--- src/rtl/dmi_debug_module.sv ---
`default_nettype none
// ============================================================================
// Module   : dmi_debug_module
// Purpose  : DMI request/response slave with a minimal RISC-V debug register
//            set and abstract register-access command engine.
// Revision : 1.0 - initial release
// ============================================================================
module dmi_debug_module #(
    parameter int RESP_LATENCY       = 1,
    parameter int IDLE_CYCLES_UNUSED = 0
) (
    input  logic        clk,
    input  logic        rst,
    input  logic [6:0]  dmi_addr,
    input  logic [31:0] dmi_wdata,
    input  logic [1:0]  dmi_op,
    input  logic        dmi_req_valid,
    output logic        dmi_req_ready,
    output logic [31:0] dmi_rdata,
    output logic [1:0]  dmi_resp,
    output logic        haltreq,
    output logic        resumereq,
    output logic        ndmreset,
    input  logic        hart_halted,
    input  logic        hart_resumeack,
    output logic        reg_req,
    output logic        reg_write,
    output logic [15:0] reg_regno,
    output logic [31:0] reg_wdata,
    input  logic [31:0] reg_rdata,
    input  logic        reg_ack
);

    localparam logic [1:0] S_IDLE = 2'd0;
    localparam logic [1:0] S_WAIT = 2'd1;
    localparam logic [1:0] S_RESP = 2'd2;

    localparam logic A_IDLE = 1'b0;
    localparam logic A_REQ  = 1'b1;

    localparam logic [1:0] C_OP_READ  = 2'd1;
    localparam logic [1:0] C_OP_WRITE = 2'd2;
    localparam logic [1:0] C_OP_RSVD  = 2'd3;

    localparam logic [6:0] C_ADDR_DATA0  = 7'h04;
    localparam logic [6:0] C_ADDR_DATA1  = 7'h05;
    localparam logic [6:0] C_ADDR_DMCTL  = 7'h10;
    localparam logic [6:0] C_ADDR_DMSTAT = 7'h11;
    localparam logic [6:0] C_ADDR_ACS    = 7'h16;
    localparam logic [6:0] C_ADDR_CMD    = 7'h17;

    localparam int         C_WAIT_INT  = (RESP_LATENCY >= 2) ? (RESP_LATENCY - 2) : 0;
    localparam logic [3:0] C_WAIT_INIT = C_WAIT_INT[3:0];

    logic        unused_tie;
    assign unused_tie = (IDLE_CYCLES_UNUSED != 0);

    logic [1:0]  state_q, state_d;
    logic [3:0]  cnt_q, cnt_d;
    logic [6:0]  addr_q, addr_d;
    logic [31:0] wdata_q, wdata_d;
    logic [1:0]  op_q, op_d;
    logic [31:0] rdata_q, rdata_d;
    logic [1:0]  resp_q, resp_d;
    logic [31:0] data0_q, data0_d;
    logic [31:0] data1_q, data1_d;
    logic        haltreq_q, haltreq_d;
    logic        resumereq_q, resumereq_d;
    logic        resumeack_q, resumeack_d;
    logic        ndmreset_q, ndmreset_d;
    logic        dmactive_q, dmactive_d;
    logic [2:0]  cmderr_q, cmderr_d;
    logic        a_state_q, a_state_d;
    logic [15:0] regno_q, regno_d;
    logic        write_q, write_d;

    logic        busy;
    logic        exec;
    logic        is_read;
    logic        is_write;
    logic        data_acc;
    logic [31:0] rd_val;
    logic [1:0]  resp_now;

    // DMI FSM: state register
    always_ff @(posedge clk or posedge rst) begin
        if (rst) begin
            state_q <= S_IDLE;
            cnt_q   <= 4'd0;
            addr_q  <= 7'd0;
            wdata_q <= 32'd0;
            op_q    <= 2'd0;
        end else begin
            state_q <= state_d;
            cnt_q   <= cnt_d;
            addr_q  <= addr_d;
            wdata_q <= wdata_d;
            op_q    <= op_d;
        end
    end

    // DMI FSM: next state
    always_comb begin
        state_d = state_q;
        cnt_d   = cnt_q;
        addr_d  = addr_q;
        wdata_d = wdata_q;
        op_d    = op_q;
        case (state_q)
            S_IDLE: begin
                if (dmi_req_valid && (dmi_op != 2'd0)) begin
                    addr_d  = dmi_addr;
                    wdata_d = dmi_wdata;
                    op_d    = dmi_op;
                    if (RESP_LATENCY <= 1) begin
                        state_d = S_RESP;
                    end else begin
                        state_d = S_WAIT;
                        cnt_d   = C_WAIT_INIT;
                    end
                end
            end
            S_WAIT: begin
                if (cnt_q == 4'd0) state_d = S_RESP;
                else               cnt_d   = cnt_q - 4'd1;
            end
            S_RESP:  state_d = S_IDLE;
            default: state_d = S_IDLE;
        endcase
    end

    // DMI FSM: outputs
    always_comb begin
        exec          = (state_q == S_RESP);
        dmi_req_ready = exec;
    end

    assign busy     = (a_state_q == A_REQ);
    assign is_read  = exec && (op_q == C_OP_READ);
    assign is_write = exec && (op_q == C_OP_WRITE);
    assign data_acc = (is_read || is_write) && busy &&
                      ((addr_q == C_ADDR_DATA0) || (addr_q == C_ADDR_DATA1));
    assign resp_now = (op_q == C_OP_RSVD) ? 2'd2 : 2'd0;

    always_comb begin
        rd_val = 32'd0;
        case (addr_q)
            C_ADDR_DATA0:  rd_val = busy ? 32'd0 : data0_q;
            C_ADDR_DATA1:  rd_val = busy ? 32'd0 : data1_q;
            C_ADDR_DMCTL:  rd_val = {haltreq_q, 1'b0, 28'd0, ndmreset_q, dmactive_q};
            C_ADDR_DMSTAT: rd_val = {14'd0, {2{resumeack_q}}, 4'd0, {2{~hart_halted}},
                                     {2{hart_halted}}, 1'b1, 3'd0, 4'd2};
            C_ADDR_ACS:    rd_val = {19'd0, busy, 1'b0, cmderr_q, 4'd0, 4'd2};
            default:       rd_val = 32'd0;
        endcase
    end

    // Response data is live during the strobe cycle and held afterwards
    assign dmi_rdata = is_read ? rd_val : rdata_q;
    assign dmi_resp  = exec ? resp_now : resp_q;

    always_comb begin
        rdata_d     = is_read ? rd_val : rdata_q;
        resp_d      = exec ? resp_now : resp_q;
        data0_d     = data0_q;
        data1_d     = data1_q;
        haltreq_d   = haltreq_q;
        resumereq_d = resumereq_q;
        resumeack_d = resumeack_q;
        ndmreset_d  = ndmreset_q;
        dmactive_d  = dmactive_q;
        cmderr_d    = cmderr_q;
        a_state_d   = a_state_q;
        regno_d     = regno_q;
        write_d     = write_q;

        if (hart_resumeack && resumereq_q) begin
            resumereq_d = 1'b0;
            resumeack_d = 1'b1;
        end

        if (busy && reg_ack) begin
            a_state_d = A_IDLE;
            if (!write_q) data0_d = reg_rdata;
        end

        if (data_acc && (cmderr_q == 3'd0)) cmderr_d = 3'd1;

        if (is_write) begin
            if (addr_q == C_ADDR_DMCTL) begin
                if (!wdata_q[0]) begin
                    // Deactivation wipes debug state and aborts any transfer
                    dmactive_d  = 1'b0;
                    data0_d     = 32'd0;
                    data1_d     = 32'd0;
                    cmderr_d    = 3'd0;
                    haltreq_d   = 1'b0;
                    ndmreset_d  = 1'b0;
                    resumereq_d = 1'b0;
                    a_state_d   = A_IDLE;
                end else begin
                    dmactive_d = 1'b1;
                    haltreq_d  = wdata_q[31];
                    ndmreset_d = wdata_q[1];
                    if (wdata_q[30] && hart_halted) begin
                        resumereq_d = 1'b1;
                        resumeack_d = 1'b0;
                    end
                end
            end else if (dmactive_q) begin
                case (addr_q)
                    C_ADDR_DATA0: if (!busy) data0_d = wdata_q;
                    C_ADDR_DATA1: if (!busy) data1_d = wdata_q;
                    C_ADDR_ACS:   cmderr_d = cmderr_q & ~wdata_q[10:8];
                    C_ADDR_CMD: begin
                        if (cmderr_q != 3'd0) begin
                            cmderr_d = cmderr_q;
                        end else if (busy) begin
                            cmderr_d = 3'd1;
                        end else if ((wdata_q[31:24] != 8'd0) || (wdata_q[22:20] != 3'd2)) begin
                            cmderr_d = 3'd2;
                        end else if (!hart_halted) begin
                            cmderr_d = 3'd4;
                        end else if (wdata_q[17]) begin
                            a_state_d = A_REQ;
                            regno_d   = wdata_q[15:0];
                            write_d   = wdata_q[16];
                        end
                    end
                    default: ;
                endcase
            end
        end
    end

    always_ff @(posedge clk or posedge rst) begin
        if (rst) begin
            rdata_q     <= 32'd0;
            resp_q      <= 2'd0;
            data0_q     <= 32'd0;
            data1_q     <= 32'd0;
            haltreq_q   <= 1'b0;
            resumereq_q <= 1'b0;
            resumeack_q <= 1'b0;
            ndmreset_q  <= 1'b0;
            dmactive_q  <= 1'b0;
            cmderr_q    <= 3'd0;
            a_state_q   <= A_IDLE;
            regno_q     <= 16'd0;
            write_q     <= 1'b0;
        end else begin
            rdata_q     <= rdata_d;
            resp_q      <= resp_d;
            data0_q     <= data0_d;
            data1_q     <= data1_d;
            haltreq_q   <= haltreq_d;
            resumereq_q <= resumereq_d;
            resumeack_q <= resumeack_d;
            ndmreset_q  <= ndmreset_d;
            dmactive_q  <= dmactive_d;
            cmderr_q    <= cmderr_d;
            a_state_q   <= a_state_d;
            regno_q     <= regno_d;
            write_q     <= write_d;
        end
    end

    assign haltreq   = haltreq_q;
    assign resumereq = resumereq_q;
    assign ndmreset  = ndmreset_q;
    assign reg_req   = busy;
    assign reg_write = busy & write_q;
    assign reg_regno = regno_q;
    assign reg_wdata = busy ? data0_q : 32'd0;

endmodule
`default_nettype wire

--- config.mk ---
export PLATFORM = sky130hd
export DESIGN_NAME = dmi_debug_module
export DESIGN_NICKNAME = d
export VERILOG_FILES = /design/src/rtl/dmi_debug_module.sv
export SDC_FILE = /design/constraint.sdc
export NUM_CORES = 1
export LEC_CHECK = 0
export CAP_MARGIN = 20
export CORE_AREA = 2 2 132 134
export CTS_CLUSTER_SIZE = 20
export DETAILED_ROUTE_END_ITERATION = 10
export DIE_AREA = 0 0 134 136
export GPL_TIMING_DRIVEN = 1
export PLACE_DENSITY = 0.76
export REMOVE_ABC_BUFFERS = 1
export SLEW_MARGIN = 20
export SYNTH_ARGS = -nofsm -noshare
export SYNTH_HDL_FRONTEND = slang
export SYNTH_SLANG_ARGS = --single-unit
--- constraint.sdc ---
create_clock -name clk -period 5.6 [get_ports clk]
set_input_delay 1.4 -clock clk [delete_from_list [all_inputs] [get_ports clk]]
set_output_delay 1.4 -clock clk [all_outputs]
set_load 0.05 [all_outputs]
# Yosys cells after proc, flatten, opt, wreduce, memory -nomap -nowiden
# Cells that the tools add are included.
# word_totals
out_inout_bits	88
latchBits	0
inputBits	79
mem_bits_rw	0
mem_bits_ro	0
n_memories	0
reg_bits	171
# classes
mul	0
n_reduce_logical	26
n_lt_le_gt_ge	0
addsub	1
div_mod_pow	0
muxes	57
n_shift	0
bitwise_logic	9
n_eq_ne	17
# op_table
cell	n
32-bit 2-to-1 mux	17
32-bit one-hot mux with 5 select lines	1
7-bit by 5-bit equality test with 1-bit output, second input constant	4
3-bit 2-to-1 mux	9
1-bit 2-to-1 mux	24
7-bit by 3-bit equality test with 1-bit output, second input constant	2
1-bit logical AND	9
9-bit AND reduction	1
2-bit 2-to-1 mux	4
2-bit AND reduction	4
8-bit nonzero test	1
2-bit equality test, second input constant	3
2-bit != test, second input constant	3
1-bit NOT	6
3-bit one-hot mux with 2 select lines	1
2-bit nonzero test	3
5-bit != test, second input constant	1
5-bit AND reduction	1
2-bit by 1-bit equality test with 1-bit output, second input constant	2
4-bit logical NOT	1
2-bit one-hot mux with 2 select lines	1
4-bit by 1-bit subtractor with 4-bit output, second input constant	1
3-bit AND	1
3-bit logical NOT	1
7 further kinds	9

# Logic depth before layout (Yosys ltp)
# Gate-level depths: netlist of the first run.
# logic_depth
ltp_word	15
ltp_mapped	7
mapped_depth_nobuf	5

# Least setup slack after synthesis of the first run
# OpenSTA, ideal clock, no wires.
# synth_timing
path_type	register to output
startpoint	reg addr_q[3]
endpoint	out dmi_rdata[12]
arrival_time_ns	2.938
stages_incl_launch_ff	7
setup_slack_ns	1.262
path_cell_list	dfrtp_1 > or4b_1 > clkbuf_1 > or2_1 > a31o_2 > clkbuf_1 > o21ai_0
# synth_between
elab_chain_cells	3
word_cells_on_any_way	7
classes_between	eq/ne (5); mux (2)
# synth_rtl
item	line_no	rtl
from (decl)	60	logic [6:0] addr_q, addr_d;
from (signal assigned)	96	addr_q <= addr_d;
7-bit by 5-bit equality test with 1-bit output / 7-bit by 3-bit equality test with 1-bit output (equally long branches)	147	case (addr_q)
32-bit one-hot mux with 5 select lines (*)	147	
32-bit 2-to-1 mux (*)	n/a	
to (decl)	19	output logic [31:0] dmi_rdata,
# Mark *: on every way between the ends. The rest lies on a longest branch, timed or not.

# Final worst setup path of the first run
# layout_timing
startpoint	reg addr_q[3]
endpoint	out dmi_rdata[7]
# The elaborated chain is that of the path after synthesis.

==> impl_results.md, run 1 <==
* Status: finished, final reports clean
* Initial antenna violation count at 0
* Total power at 2.77 mW
* Post-CTS Resized at 0
* Post-synthesis adder-cell area fraction at 0%
* Synth Area in Compound Gates at 16.1%
* Share of cells above drive strength 1 at 8.79%
* Simple-gate share of the synthesized area at 17.5%
* Fin util at 58.8%
* GRT Total Usage at 24.7%
* Main area contributors after synthesis: dfrtp_1 55%, nand2_1 9.2%, a22o_1 4.4%
* H-tree depth at 4
* Clock transition at path regs at 0.06 ns
* WL per Instance at 19.4 microns
* Hold Violations, Final at 0
* CP Class: reg -> out
* Power Dens Cells at 279 mW/mm^2
* Fillers at 1453
* Commonest non-fill, non-tap cells in the layout: 185 x nand2_1, 166 x dfrtp_1, 166 x clkdlybuf4s50_1
* Area grow syn2layout at 31.3%
* Reg2Reg Launch Point: wdata_q[30]$_DFFE_PP0P_
* Cell taking the most area after synthesis: dfrtp_1
* Vias in the first global route at 6243
* Clock Latency Late Sink at 0.43 ns
* RSZ-0062 raised after global routing: no
* Avg Inst Size Synth at 10.4 sq um
* DP Area at 0.00941 sq mm
* DR iter-0 viols at 443
* Hold Startpoint: data1_q[1]$_DFFE_PP0P_
* Clock buffer depth at 2
* Fin crit period at 5.10 ns
* RD Place Congestion at 0.886
* Via count at 6180
* FF/Latch Area at 0.00415 sq mm
* DR vias/cell at 5.56
* Cts hold-fix bufs at 0
* Worst Path Arrival at 3.70 ns
* Post-DP HPWL at 13600 microns
* Number of distinct library cells after synthesis at 52
* Chip Height at 136 microns
* Hold crit path type: reg -> reg
* Detailed Route WL at 21600 microns
* # setup viols final at 0
* Leak at 4.38 nW
* Fin cells at 1112
* Synthesis-stage register bit count at 166
* Largest net degree at the start of global routing at 91
* CTS root buf: clkbuf_16
* Final Slew Violations at 0
* Worst-Margin Slew at 1.05 ns
* Setup bufs post-CTS at 0
* Synth warn at 0
* IO Pins at 167
* Buffers on Ports at 166
* Peak supply drop at 228 uV
* GRT Residual Overflow at 0
* Post-synth top flop: dfrtp_1
* Critical Path RT at 4.20 ns
* Max_slew headroom at 30.0%
* FFs w/ async S/R, synth at 100%
* Max-Cap Viols at 0
* Register-to-register setup slack at 2.59 ns
* Clock Sinks at 166
* Post-route antenna net violation count at 0
* Post-Synthesis Cells at 729
* Multi-input gate area at 0.00317 sq mm
* Post-synthesis cell area at 0.00756 sq mm
* Most common cell after layout, fill and taps aside: nand2_1
* Die Span X at 134 microns
* Post-synth EDFFs at 0
* First-pass GRT wire length at 34600 microns
* CTS tree: yes
* XOR/XNOR Fraction of Synth Area at 0.116%
* Fin Hold WS at 0.496 ns
* Worst Clk Skew at 0.0127 ns
* Final period util at 91.1%
* Post-synthesis sequential area ratio at 55.0%
* Ant diodes at 0
* Row Count at 48
* Pre-CTS WS at 0.657 ns
* Core ar. at 0.0169 sq mm
* CTS buffer count at 17
* Post-route cell area at 0.00992 sq mm
* Setup_tns at 0 ns
* Crit. End Element: output pin
* Initial Util at 44.8%
* CP startpoint: addr_q[3]$_DFFE_PP0P_
* Worst-path fanout max at 10
* FMAX at 196 MHz
* First-pass iteration count of the detailed router at 6
* Final-stage net count at 954
* Post-placement cell count at 1081
* Multiplexer area fraction after synthesis at 7.67%
* DRC viols at 0
* Die ar. at 0.0182 sq mm
* Final setup margin at 0.496 ns
* Yosys top cell area share at 55.0%
* Largest family of logic cells by synthesized area: simple AND/OR/NAND/NOR gates
* Critical Path Source Type: register
[state kept, by name, indices dropped and copies added (netlist names), 2 cells and up]
name,count
resp_q,2
addr_q,7
data1_q,32
wdata_q,32
rdata_q,32
reg_regno,16
cmderr_q,3
op_q,2
data0_q,32
[synthesized netlist by cell type (3+ instances only)]
| master | number |
|---|---|
| nand2_1 | 185 |
| dfrtp_1 | 166 |
| o21ai_0 | 40 |
| a22o_1 | 38 |
| and2_1 | 35 |
| clkbuf_1 | 32 |
| mux2i_1 | 32 |
| o31ai_1 | 30 |
| a22oi_1 | 27 |
| buf_2 | 19 |
| a21oi_1 | 13 |
| mux2_2 | 11 |
| mux2_4 | 9 |
| inv_1 | 8 |
| nand3_1 | 7 |
| nor2_1 | 7 |
| a32oi_1 | 5 |
| and3_1 | 5 |
| nor3_1 | 5 |
| nor4_1 | 5 |
| nand4_1 | 4 |
| nand3b_1 | 3 |
| nor2b_1 | 3 |
| nor3b_1 | 3 |
| or2_2 | 3 |
| or3_1 | 3 |
[path summary, 6_finish.rpt]
kind                       cells after the start                   endpoint
setup / recovery                               6               dmi_rdata[7]
max in group asynchronous                      3      data0_q[20]$_DFF_PP0_
min in group asynchronous                      2      data0_q[19]$_DFF_PP0_
hold reg to reg                                1     data1_q[1]$_DFFE_PP0P_
hold / removal                                 1     data1_q[1]$_DFFE_PP0P_
setup reg to reg                               5  reg_regno[11]$_DFFE_PP0P_
[metal layers]
layer	vias up	part of all wire (%)	track usage (%)
met2	224	47	39.1
met3	41	6.4	4.47
li1	2857	-	-
met4	0	2.0	8.98
met1	3058	45	34.2
met5	-	0	0
[kinds of logic after synthesis]
logic type / Yosys count
and+or+nand+nor: 278
AOI/OAI and AO/OA: 170
DFF: 166
buffers and inverters: 62
muxes: 52
xor gates and xnor gates: 1
[layout make-up]
cell class	instances	share of cell area, %
flip-flops and latches	166	41.9
multi-input cells	501	31.9
repair buffers	181	17.9
clock buffers	23	4.61
well taps	225	2.84
clock inverters	8	0.542
inverters	8	0.353
[power breakdown]
part	leakage, nW	internal (mW)	total (mW)	switching [mW]
clock	0.239	0.573	1.04	0.464
combinational	2.06	0.146	0.337	0.191
sequential	2.08	1.29	1.40	0.103
[worst max-delay path, stage by stage (launching register included)]
cell,delay [ns]
dfrtp_1,0.42
or4b_1,0.67
or2_1,0.38
a31oi_4,0.40
nand2_1,0.15
o21ai_0,0.37
clkdlybuf4s50_1,0.88
Note: power is estimated with default switching activity, not from simulation.
==> run 2, diff against run 1 <==
PLACE_DENSITY = 0.75   (was 0.76)
==> impl_results.md, run 2 (synthesized netlist as in run 1, its figures left out) <==
* Initial Util at 44.8%
* Worst Clk Skew at 0.0110 ns
* Peak supply drop at 203 uV
* Fillers at 1438
* Core ar. at 0.0169 sq mm
* Int Pwr at 2.09 mW
* Max_slew headroom at 30.0%
* Worst Path Arrival at 3.82 ns
* Chip Height at 136 microns
* CP peak stage delay at 0.88 ns
* Crit. End Element: output pin
* Final-stage net count at 950
* Row Count at 48
* Critical Path RT at 4.20 ns
* Commonest non-fill, non-tap cells in the layout: 185 x nand2_1, 166 x dfrtp_1, 166 x clkdlybuf4s50_1
* Clock transition at path regs at 0.06 ns
* Post-DP HPWL at 13200 microns
* Worst-Margin Slew at 1.05 ns
* Clock buffer depth at 2
* Slowest CP cell: clkdlybuf4s50_1
* Total power at 2.87 mW
* IO Pins at 167
* H-tree depth at 4
* Clock Latency Late Sink at 0.42 ns
* Hold Violations, Final at 0
* Share of cells above drive strength 1 at 8.82%
* GRT Total Usage at 24.6%
* Clock Sinks at 166
* Crit-path cells: inv_1 -> nor4_4 -> buf_4 -> a22oi_1 -> o21ai_0 -> clkdlybuf4s50_1
* Setup bufs post-CTS at 0
* # setup viols final at 0
* DR iter-0 viols at 500
* Combinational power share at 11.4%
* Fin crit period at 5.22 ns
* Final period util at 93.3%
* GRT Residual Overflow at 0
* Critical Path Source Type: register
* Die ar. at 0.0182 sq mm
* Power Dens Cells at 288 mW/mm^2
* Detailed Route WL at 21500 microns
* Final Slew Violations at 0
* FMAX at 191 MHz
* Clock network power share at 39.6%
* Area grow syn2layout at 31.8%
* DRC viols at 0
* Cts hold-fix bufs at 0
* Post-route antenna net violation count at 0
* RD Place Congestion at 0.887
* Leak at 4.39 nW
* DP Area at 0.00939 sq mm
* Most common cell after layout, fill and taps aside: nand2_1
* RSZ-0062 raised after global routing: no
* Sequential power share at 49.0%
* Buffers on Ports at 166
* First-pass GRT wire length at 34500 microns
* Switching pwr at 774 uW
* Via count at 6155
* Initial antenna violation count at 0
* Vias in the first global route at 6240
* Die Span X at 134 microns
* Ant diodes at 0
* Net Sw Frac at 27.0%
* Status: finished, final reports clean
* Max-Cap Viols at 0
* CTS buffer count at 17
* Worst-path fanout max at 27
* DR vias/cell at 5.55
* Post-CTS Resized at 0
* CTS tree: yes
* First-pass iteration count of the detailed router at 5
* WL per Instance at 19.4 microns
* CTS root buf: clkbuf_16
* Hold crit path type: reg -> reg
* CP Class: reg -> out
* Largest net degree at the start of global routing at 99
* Post-route cell area at 0.00996 sq mm
run 2: metrics by stage:
step,setup WS (ns),TNS [ns],hold slack (ns),utilization [%],instances
after floorplan,-0.290,-48.14,0.461,-,675
after global placement,0.676,0,0.471,55.6,1077
after detailed placement,0.649,0,0.482,55.6,1077
after CTS,0.393,0,0.500,59.0,1109
after global routing,0.172,0,0.511,59.0,1109
final,0.378,0,0.495,59.0,1109
run 2: power groups by stage:
stage | logic, mW | registers, mW | clock network, mW
floorplan | 0.194 | 1.39 | 0
global placement | 0.319 | 1.42 | 0
detailed placement | 0.326 | 1.42 | 0
CTS | 0.329 | 1.40 | 1.16
global route | 0.364 | 1.42 | 1.20
finish | 0.326 | 1.40 | 1.13
run 2: area by class of cell:
type	instances	area (sq um)	share of cell area, %
Sequential cell	166	4150	41.7
Clock inverter	13	134	1.34
Clock buffer	19	433	4.35
Tap cell	225	282	2.83
Inverter	8	35.0	0.352
Multi-Input combinational cell	501	3170	31.8
Timing Repair Buffer	177	1760	17.6
run 2: final timing paths:
check	startpoint	endpoint	slack, ns	cells past startpoint
max in group asynchronous	rst	rdata_q[14]$_DFF_PP0_	3.19	3
min	rdata_q[30]$_DFF_PP0_	rdata_q[30]$_DFF_PP0_	0.49	2
min in group asynchronous	rst	rdata_q[19]$_DFF_PP0_	1.54	2
min reg2reg	rdata_q[30]$_DFF_PP0_	rdata_q[30]$_DFF_PP0_	0.49	2
max reg2reg	addr_q[0]$_DFFE_PP0P_	data1_q[20]$_DFFE_PP0P_	2.26	6
max	addr_q[0]$_DFFE_PP0P_	dmi_rdata[22]	0.38	6
run 2: critical path, delay by kind of cell, from the launching register on:
kind	cells	cell delay, ns
AOI/OAI and AO/OA	2	0.50
buffers and inverters	3	1.64
DFF	1	0.78
and+or+nand+nor	1	0.46
run 2: routing by layer:
layer  GRT usage, %  wire length [microns]  up-vias  part of all wire, %
met4           7.80                    316        0                  1.5
li1               -                      -     2863                    -
met1           34.2                   9630     3030                   45
met5              0                      0        -                    0
met3           3.65                   1230       20                  5.7
met2           40.2                  10300      242                   48
==> run 3, diff against run 2 <==
TNS_END_PERCENT = 20   (was unset)
==> results of run 3 <==
The final DEF is identical to that of run 2; final timing and power are the same.
